<file path="src/rtl/herzel_pkg.sv">
// Shared types and defaults for the Goertzel result buffer.
// Frame layout: frame number above NF signed result words.
package herzel_pkg;

  localparam int HRZ_NF    = 6;
  localparam int HRZ_DW    = 32;
  localparam int HRZ_DEPTH = 4;
  localparam int HRZ_FCW   = 16;

  typedef logic signed [HRZ_DW-1:0] hrz_word_t;

  typedef struct packed {
    logic [HRZ_FCW-1:0]         frame;
    hrz_word_t [HRZ_NF-1:0]     data;
  } hrz_frame_t;

  function automatic int idx_w(input int n);
    return (n > 1) ? $clog2(n) : 1;
  endfunction

endpackage

</file>
<file path="src/rtl/frame_fifo.sv">
// Register FIFO of whole frames; one entry per committed frame.
// A write into a full FIFO is accepted only alongside a pop.
module frame_fifo #(
  parameter  int W     = 8,
  parameter  int DEPTH = 4,
  localparam int AW    = $clog2(DEPTH),
  localparam int CW    = $clog2(DEPTH+1)
) (
  input  logic          clk,
  input  logic          rst,
  input  logic          clear,
  input  logic          wr_en,
  input  logic [W-1:0]  wr_data,
  output logic          full,
  input  logic          rd_pop,
  output logic [W-1:0]  rd_data,
  output logic          empty,
  output logic [CW-1:0] count
);

  logic [W-1:0]  mem [DEPTH];
  logic [AW-1:0] wr_ptr;
  logic [AW-1:0] rd_ptr;
  logic          do_wr;
  logic          do_rd;

  assign empty   = (count == '0);
  assign full    = (count == CW'(DEPTH));
  assign do_rd   = rd_pop & ~empty;
  assign do_wr   = wr_en & (~full | do_rd);
  assign rd_data = mem[rd_ptr];

  always_ff @(posedge clk or posedge rst) begin
    if (rst) begin
      wr_ptr <= '0;
      rd_ptr <= '0;
      count  <= '0;
      for (int i = 0; i < DEPTH; i++) begin
        mem[i] <= '0;
      end
    end else if (clear) begin
      wr_ptr <= '0;
      rd_ptr <= '0;
      count  <= '0;
    end else begin
      if (do_wr) begin
        mem[wr_ptr] <= wr_data;
        wr_ptr      <= wr_ptr + AW'(1);
      end
      if (do_rd) begin
        rd_ptr <= rd_ptr + AW'(1);
      end
      unique case ({do_wr, do_rd})
        2'b10:   count <= count + CW'(1);
        2'b01:   count <= count - CW'(1);
        default: count <= count;
      endcase
    end
  end

endmodule

</file>
<file path="src/rtl/herzel_result_buf.sv">
// Captures per-bin Goertzel results into frames, buffers whole
// frames and streams them out one word per handshake.
module herzel_result_buf
  import herzel_pkg::*;
#(
  parameter  int NF    = HRZ_NF,
  parameter  int DW    = HRZ_DW,
  parameter  int DEPTH = HRZ_DEPTH,
  parameter  int FCW   = HRZ_FCW,
  localparam int IW    = idx_w(NF),
  localparam int CW    = $clog2(DEPTH+1)
) (
  input  logic           clk,
  input  logic           rst,
  input  logic           clear_i,
  input  logic [NF-1:0]  valid_i,
  input  logic [NF*DW-1:0] data_i,
  output logic           m_valid_o,
  input  logic           m_ready_i,
  output logic [DW-1:0]  m_data_o,
  output logic [IW-1:0]  m_idx_o,
  output logic           m_last_o,
  output logic [FCW-1:0] m_frame_o,
  output logic [CW-1:0]  frames_o,
  output logic           ovf_o,
  output logic [15:0]    ovf_cnt_o
);

  localparam int SW = NF*DW;
  localparam int EW = FCW + SW;

  logic [NF-1:0]  valid_prev;
  logic [NF-1:0]  mask;
  logic [NF-1:0]  rise;
  logic [SW-1:0]  stage;
  logic [FCW-1:0] frame_cnt;
  logic [IW-1:0]  widx;
  logic           complete;
  logic           pop;
  logic           last_pop;
  logic           room;
  logic           wr_en;
  logic           full;
  logic           empty;
  logic [EW-1:0]  rd_entry;
  logic [CW-1:0]  count;
  logic [DW-1:0]  word;

  assign rise     = valid_i & ~valid_prev;
  assign complete = &mask;
  assign m_valid_o = ~empty;
  assign pop      = m_valid_o & m_ready_i;
  assign last_pop = pop & (widx == IW'(NF-1));
  assign room     = ~full | last_pop;
  assign wr_en    = complete & room & ~clear_i;

  frame_fifo #(
    .W     (EW),
    .DEPTH (DEPTH)
  ) u_fifo (
    .clk     (clk),
    .rst     (rst),
    .clear   (clear_i),
    .wr_en   (wr_en),
    .wr_data ({frame_cnt, stage}),
    .full    (full),
    .rd_pop  (last_pop),
    .rd_data (rd_entry),
    .empty   (empty),
    .count   (count)
  );

  always_ff @(posedge clk or posedge rst) begin
    if (rst) begin
      stage <= '0;
    end else if (!clear_i) begin
      for (int k = 0; k < NF; k++) begin
        if (rise[k]) begin
          stage[k*DW +: DW] <= data_i[k*DW +: DW];
        end
      end
    end
  end

  // A commit clears the mask in the same edge, so a rise then starts
  // the next frame.
  always_ff @(posedge clk or posedge rst) begin
    if (rst) begin
      valid_prev <= '0;
      mask       <= '0;
      frame_cnt  <= '0;
      widx       <= '0;
      ovf_o      <= 1'b0;
      ovf_cnt_o  <= '0;
    end else if (clear_i) begin
      valid_prev <= valid_i;
      mask       <= '0;
      frame_cnt  <= '0;
      widx       <= '0;
      ovf_o      <= 1'b0;
      ovf_cnt_o  <= '0;
    end else begin
      valid_prev <= valid_i;
      mask       <= (complete ? '0 : mask) | rise;
      if (complete) begin
        frame_cnt <= frame_cnt + FCW'(1);
        if (!room) begin
          ovf_o <= 1'b1;
          if (ovf_cnt_o != 16'hFFFF) begin
            ovf_cnt_o <= ovf_cnt_o + 16'd1;
          end
        end
      end
      if (pop) begin
        widx <= last_pop ? '0 : widx + IW'(1);
      end
    end
  end

  always_comb begin
    word = '0;
    for (int k = 0; k < NF; k++) begin
      if (widx == IW'(k)) begin
        word = rd_entry[k*DW +: DW];
      end
    end
  end

  assign m_data_o  = m_valid_o ? word : '0;
  assign m_idx_o   = widx;
  assign m_last_o  = m_valid_o & (widx == IW'(NF-1));
  assign m_frame_o = m_valid_o ? rd_entry[EW-1 -: FCW] : '0;
  assign frames_o  = count;

endmodule
</file>
<file path="config.mk">
export PLATFORM = sky130hd
export DESIGN_NAME = herzel_result_buf
export DESIGN_NICKNAME = d
export VERILOG_FILES = /design/src/rtl/herzel_pkg.sv /design/src/rtl/frame_fifo.sv /design/src/rtl/herzel_result_buf.sv
export SDC_FILE = /design/constraint.sdc
export NUM_CORES = 2
export LEC_CHECK = 0
export BUFFER_PORTS_ARGS = -buffer_cell sky130_fd_sc_hd__buf_2
export CORE_ASPECT_RATIO = 0.75
export CORE_MARGIN = 2
export CORE_UTILIZATION = 40
export DETAILED_ROUTE_END_ITERATION = 12
export PLACE_DENSITY = 0.57
export SYNTH_ARGS = -nofsm -noshare
export SYNTH_HDL_FRONTEND = slang
export SYNTH_SLANG_ARGS = --single-unit
</file>
<file path="constraint.sdc">
create_clock -name clk -period 43.6 [get_ports clk]
set_clock_uncertainty 0.05 [all_clocks]
set_input_delay 4.36 -clock clk [delete_from_list [all_inputs] [get_ports clk]]
set_output_delay 4.36 -clock clk [all_outputs]
set_load 0.005 [all_outputs]
</file>
==> reports/results.txt <==
Summed over all nets, the half-perimeter wirelength after detailed placement is 84340 um. STA classifies the critical path startpoint as a register. The tool flagged a number of max-cap violations equal to 0. In this run, flip-flops and latches consume 50.5% of the power. The tools report the sequential-to-total area share from yosys stat as 56.47%. The most frequently used cell type in the post-synthesis netlist is sky130_fd_sc_hd__dfrtp_1. For this run, the share of the core covered by cells in the final layout is 45.81%.

In this run the cell area of the synthesized design comes to 47820 sq um. Measured along the x axis, the die boundary spans 403.2 um. Dividing the detail-routed wire length by the instance count gives 26.09 um. Fraction of final layout cells sized beyond drive strength 1: 48.30%.

The path category of the worst min-delay check was register to register. The net count after synthesis came out at 3344. For this design the total switching power over the nets is 0.0005189 W. Using the TritonRoute via totals, the vias-per-cell ratio works out to 5.489.

The flip-flop and latch count after synthesis works out to 1079. For the largest net degree at the start of global routing, the log shows 143. Across all layers, the routed design uses 27484 vias. Excluding fillers, the count of instances in the completed layout stands at 5007.

Post-CTS timing repair inserted 0 buffers for setup. The run gives 0 ns as the setup total negative slack. The tools report the all-layer global routing usage as 21.43%. The hold violation count in the final report is 0, and the arrival time of data at the critical path endpoint is 4.78 ns. The first detailed-routing pass ran for 5 iterations. The first-pass GRT wire length is 196500 um. The tools report the placer congestion estimate as 0.7839.

Setup repair after global routing left no endpoint under its margin. Input and output buffers added on the ports amount to 274. The flow ran to the end, and the final reports show no timing, DRC or antenna violations. The fraction of power consumed by combinational cells was 3.5%; the number of enable flip-flop cells after synthesis was 0.

In this run the tightest slew margin relative to its limit is 14.21%. 275 I/O pins were placed. The maximum vdd ir drop came out at 0.03373 mV. The net count reported at finish came out at 3569.

The worst setup path is of the register to output port kind. Compared with the post-synthesis result, the final layout area differs by 13.29%. Area of the die: 122400 sq um.

The tools report the number of global-route vias before repair as 28716. Count of endpoints failing setup in the final report: 0. The floorplan step set the die height to 303.4 um. The tools report the insertion delay to the later sink of the worst-skew pair as 0.73 ns. Total power per unit cell area: 40.25 nW/um^2. The count of cell types in the netlist was 45.

In this run, post-CTS repair resized a total of 0 instances. Along the worst path, the maximum fanout reaches 50. The area fraction of the dominant cell type after synthesis came out at 56.47%. Transition time at the pin with the least slew margin: 1.287 ns. The global route total overflow was 0; the residual antenna-violating net count after detailed routing was 0. The initial antenna violation count is 4.

Synthesis produced 3130 cells. Counting instances in the post-synthesis netlist gives the leading cell types as sky130_fd_sc_hd__dfrtp_1, sky130_fd_sc_hd__mux2_2, sky130_fd_sc_hd__mux2_1, sky130_fd_sc_hd__mux4_2, sky130_fd_sc_hd__buf_2. Final critical delay including setup and external delays: 9.191 ns. For this run, the leading register cell type out of synthesis is sky130_fd_sc_hd__dfrtp_1.

The internal power of the cells totals 0.001661 W. The clock network burns 46.0% of the power. The total clock buffers created by CTS was 111; the post-cts hold buffer count was 0. For the number of buffers on the longest clock path, the log shows 3. The timing-limited maximum frequency is 0.1088 GHz, and the maximum level of the CTS H-tree is 3.

The run gives 1642 as the initial DRC count. For the count of pins over their slew limit, the log shows 0. The clock transition at the registers of the reported paths works out to 0.06 ns. The logs give 39.19 ns for the required time of the critical path and 1079 for the count of clock tree sinks. Of the total power, the share spent switching nets is 23.80%. The completed layout was analyzed and its total power is 0.002180 W. In this run the static leakage power is 25.53 nW.

During synthesis, Yosys emitted a total of 0 warnings. Sorting the synthesized cells by area gives the leading types as sky130_fd_sc_hd__dfrtp_1, sky130_fd_sc_hd__mux2_2, sky130_fd_sc_hd__mux4_2. The post-placement cell count came out at 4796.

The placeable core area is 118200 sq um, and the proportion of register bits with asynchronous set or reset after synthesis is 100.0%. The tree is rooted in a sky130_fd_sc_hd__clkbuf_16. A synthesized cell averages 15.28 sq um.

Biggest area consumer among synthesized cells: sky130_fd_sc_hd__dfrtp_1. In this run the core area contains 109 standard-cell rows. Summed over all layers, the routed wires come to 130600 um.

The worst setup path is captured at an output port. After detailed routing, the number of remaining DRC violations is 0. TritonCTS built the clock tree.

Once the floorplan was initialized, standard cells occupied 40.44% of the core. The ratio of final minimum period to clock period was 21.08%.
-- sequential cells by signal, summed over array words and instances, names as in the netlist --
register       cells
stage            192
u_fifo.mem       832
mask               6
u_fifo.rd_ptr      2
u_fifo.wr_ptr      2
m_idx_o            3
ovf_o              1
valid_prev         6
frame_cnt         16
u_fifo.count       3
ovf_cnt_o         16
-- placed cells by master (no fill, tap or decap), types with 11 or more instances in the layout --
cell                        instances
sky130_fd_sc_hd__a21oi_1           39
sky130_fd_sc_hd__a221oi_1          32
sky130_fd_sc_hd__a31oi_1           32
sky130_fd_sc_hd__and2_1            22
sky130_fd_sc_hd__buf_2            273
sky130_fd_sc_hd__buf_4             49
sky130_fd_sc_hd__clkbuf_1          20
sky130_fd_sc_hd__clkbuf_16        114
sky130_fd_sc_hd__clkbuf_8          32
sky130_fd_sc_hd__clkinv_2          24
sky130_fd_sc_hd__dfrtp_1         1077
sky130_fd_sc_hd__ha_1              11
sky130_fd_sc_hd__mux2_1           140
sky130_fd_sc_hd__mux2_2          1017
sky130_fd_sc_hd__mux2i_1           66
sky130_fd_sc_hd__mux4_2           112
sky130_fd_sc_hd__nand2_1           55
sky130_fd_sc_hd__nand3_1           18
sky130_fd_sc_hd__nor2_1            75
sky130_fd_sc_hd__o221ai_1          64
sky130_fd_sc_hd__o22ai_1           32
sky130_fd_sc_hd__xnor2_1           21
-- power by group through the flow --
stage	clock, W	combinational (W)	sequential [W]
6_report	0.00100	0.0000755	0.00110
5_1_grt	0.00107	0.0000850	0.00111
4_1_cts	0.00103	0.0000786	0.00110
3_5_place_dp	0	0.0000780	0.00112
3_3_place_gp	0	0.0000769	0.00112
2_1_floorplan	0	0.0000528	0.00108
-- cell type report --
type / instances / area [sq um]
Fill cell: 10431 / 64070
Clock buffer: 166 / 3368
Multi-Input combinational cell: 1825 / 19450
Inverter: 11 / 48.80
Clock inverter: 43 / 515.5
Sequential cell: 1079 / 27010
Antenna cell: 2 / 5.005
Timing Repair Buffer: 327 / 1834
Tap cell: 1554 / 1944
-- cells by family (layout without fill, tap and decap cells) --
logic type               after synthesis  in the layout  synth area share [%]
multiplexers                        1335           1335                 33.90
flip-flops                          1079           1079                 56.47
AND/OR/NAND/NOR                      230            230                 2.436
buffers and inverters                226            547                 3.035
AO/OA/AOI/OAI                        220            220                 3.315
XOR/XNOR                              28             28                0.5129
adder cells (fa/ha/maj)               12             12                0.3297
other                                  0              2                     0
-- worst max-delay path, cell delays in order (launching register included) --
cell and delay [ns]:
sky130_fd_sc_hd__dfrtp_4 1.05, sky130_fd_sc_hd__buf_4 0.84, sky130_fd_sc_hd__nand2b_1 0.19, sky130_fd_sc_hd__buf_4 0.40, sky130_fd_sc_hd__o22ai_1 0.35, sky130_fd_sc_hd__nor2_1 0.33
sky130_fd_sc_hd__o221ai_1 0.22, sky130_fd_sc_hd__a31oi_1 0.41, sky130_fd_sc_hd__buf_2 0.19
-- metal layers --
layer  GRT usage [%]  up-vias  part of all wire, %
li1                -    12074                    -
met1           31.72    14791                   49
met2           33.39      472                   46
met3           2.996      147                  3.2
met4           5.261        0                  2.2
met5               0        -                    0
-- through the flow --
stage	hold WS, ns	instance area (sq um)	worst slack [ns]
floorplan	0.4022	47820	8.814
global placement	0.4109	50280	34.99
detailed placement	0.4184	50280	34.95
CTS	0.4333	54170	34.36
global route	0.4452	54170	34.26
finish	0.4294	54170	34.41
-- path summary, 6_finish.rpt --
| path | depth (start not counted) | startpoint | slack (ns) | endpoint |
|---|---|---|---|---|
| setup / recovery | 8 | u_fifo.rd_ptr[1] | 34.41 | m_data_o[6] |
| hold / removal | 1 | u_fifo.mem[39] | 0.43 | u_fifo.mem[39] |
| setup reg to reg | 9 | m_idx_o[1] | 38.69 | u_fifo.mem[709] |
| hold reg to reg | 1 | u_fifo.mem[39] | 0.43 | u_fifo.mem[39] |
| max in group asynchronous | 5 | rst | 36.90 | u_fifo.mem[676] |
| min in group asynchronous | 2 | rst | 3.72 | stage[77] |
Power figures use the tool's default switching activity.
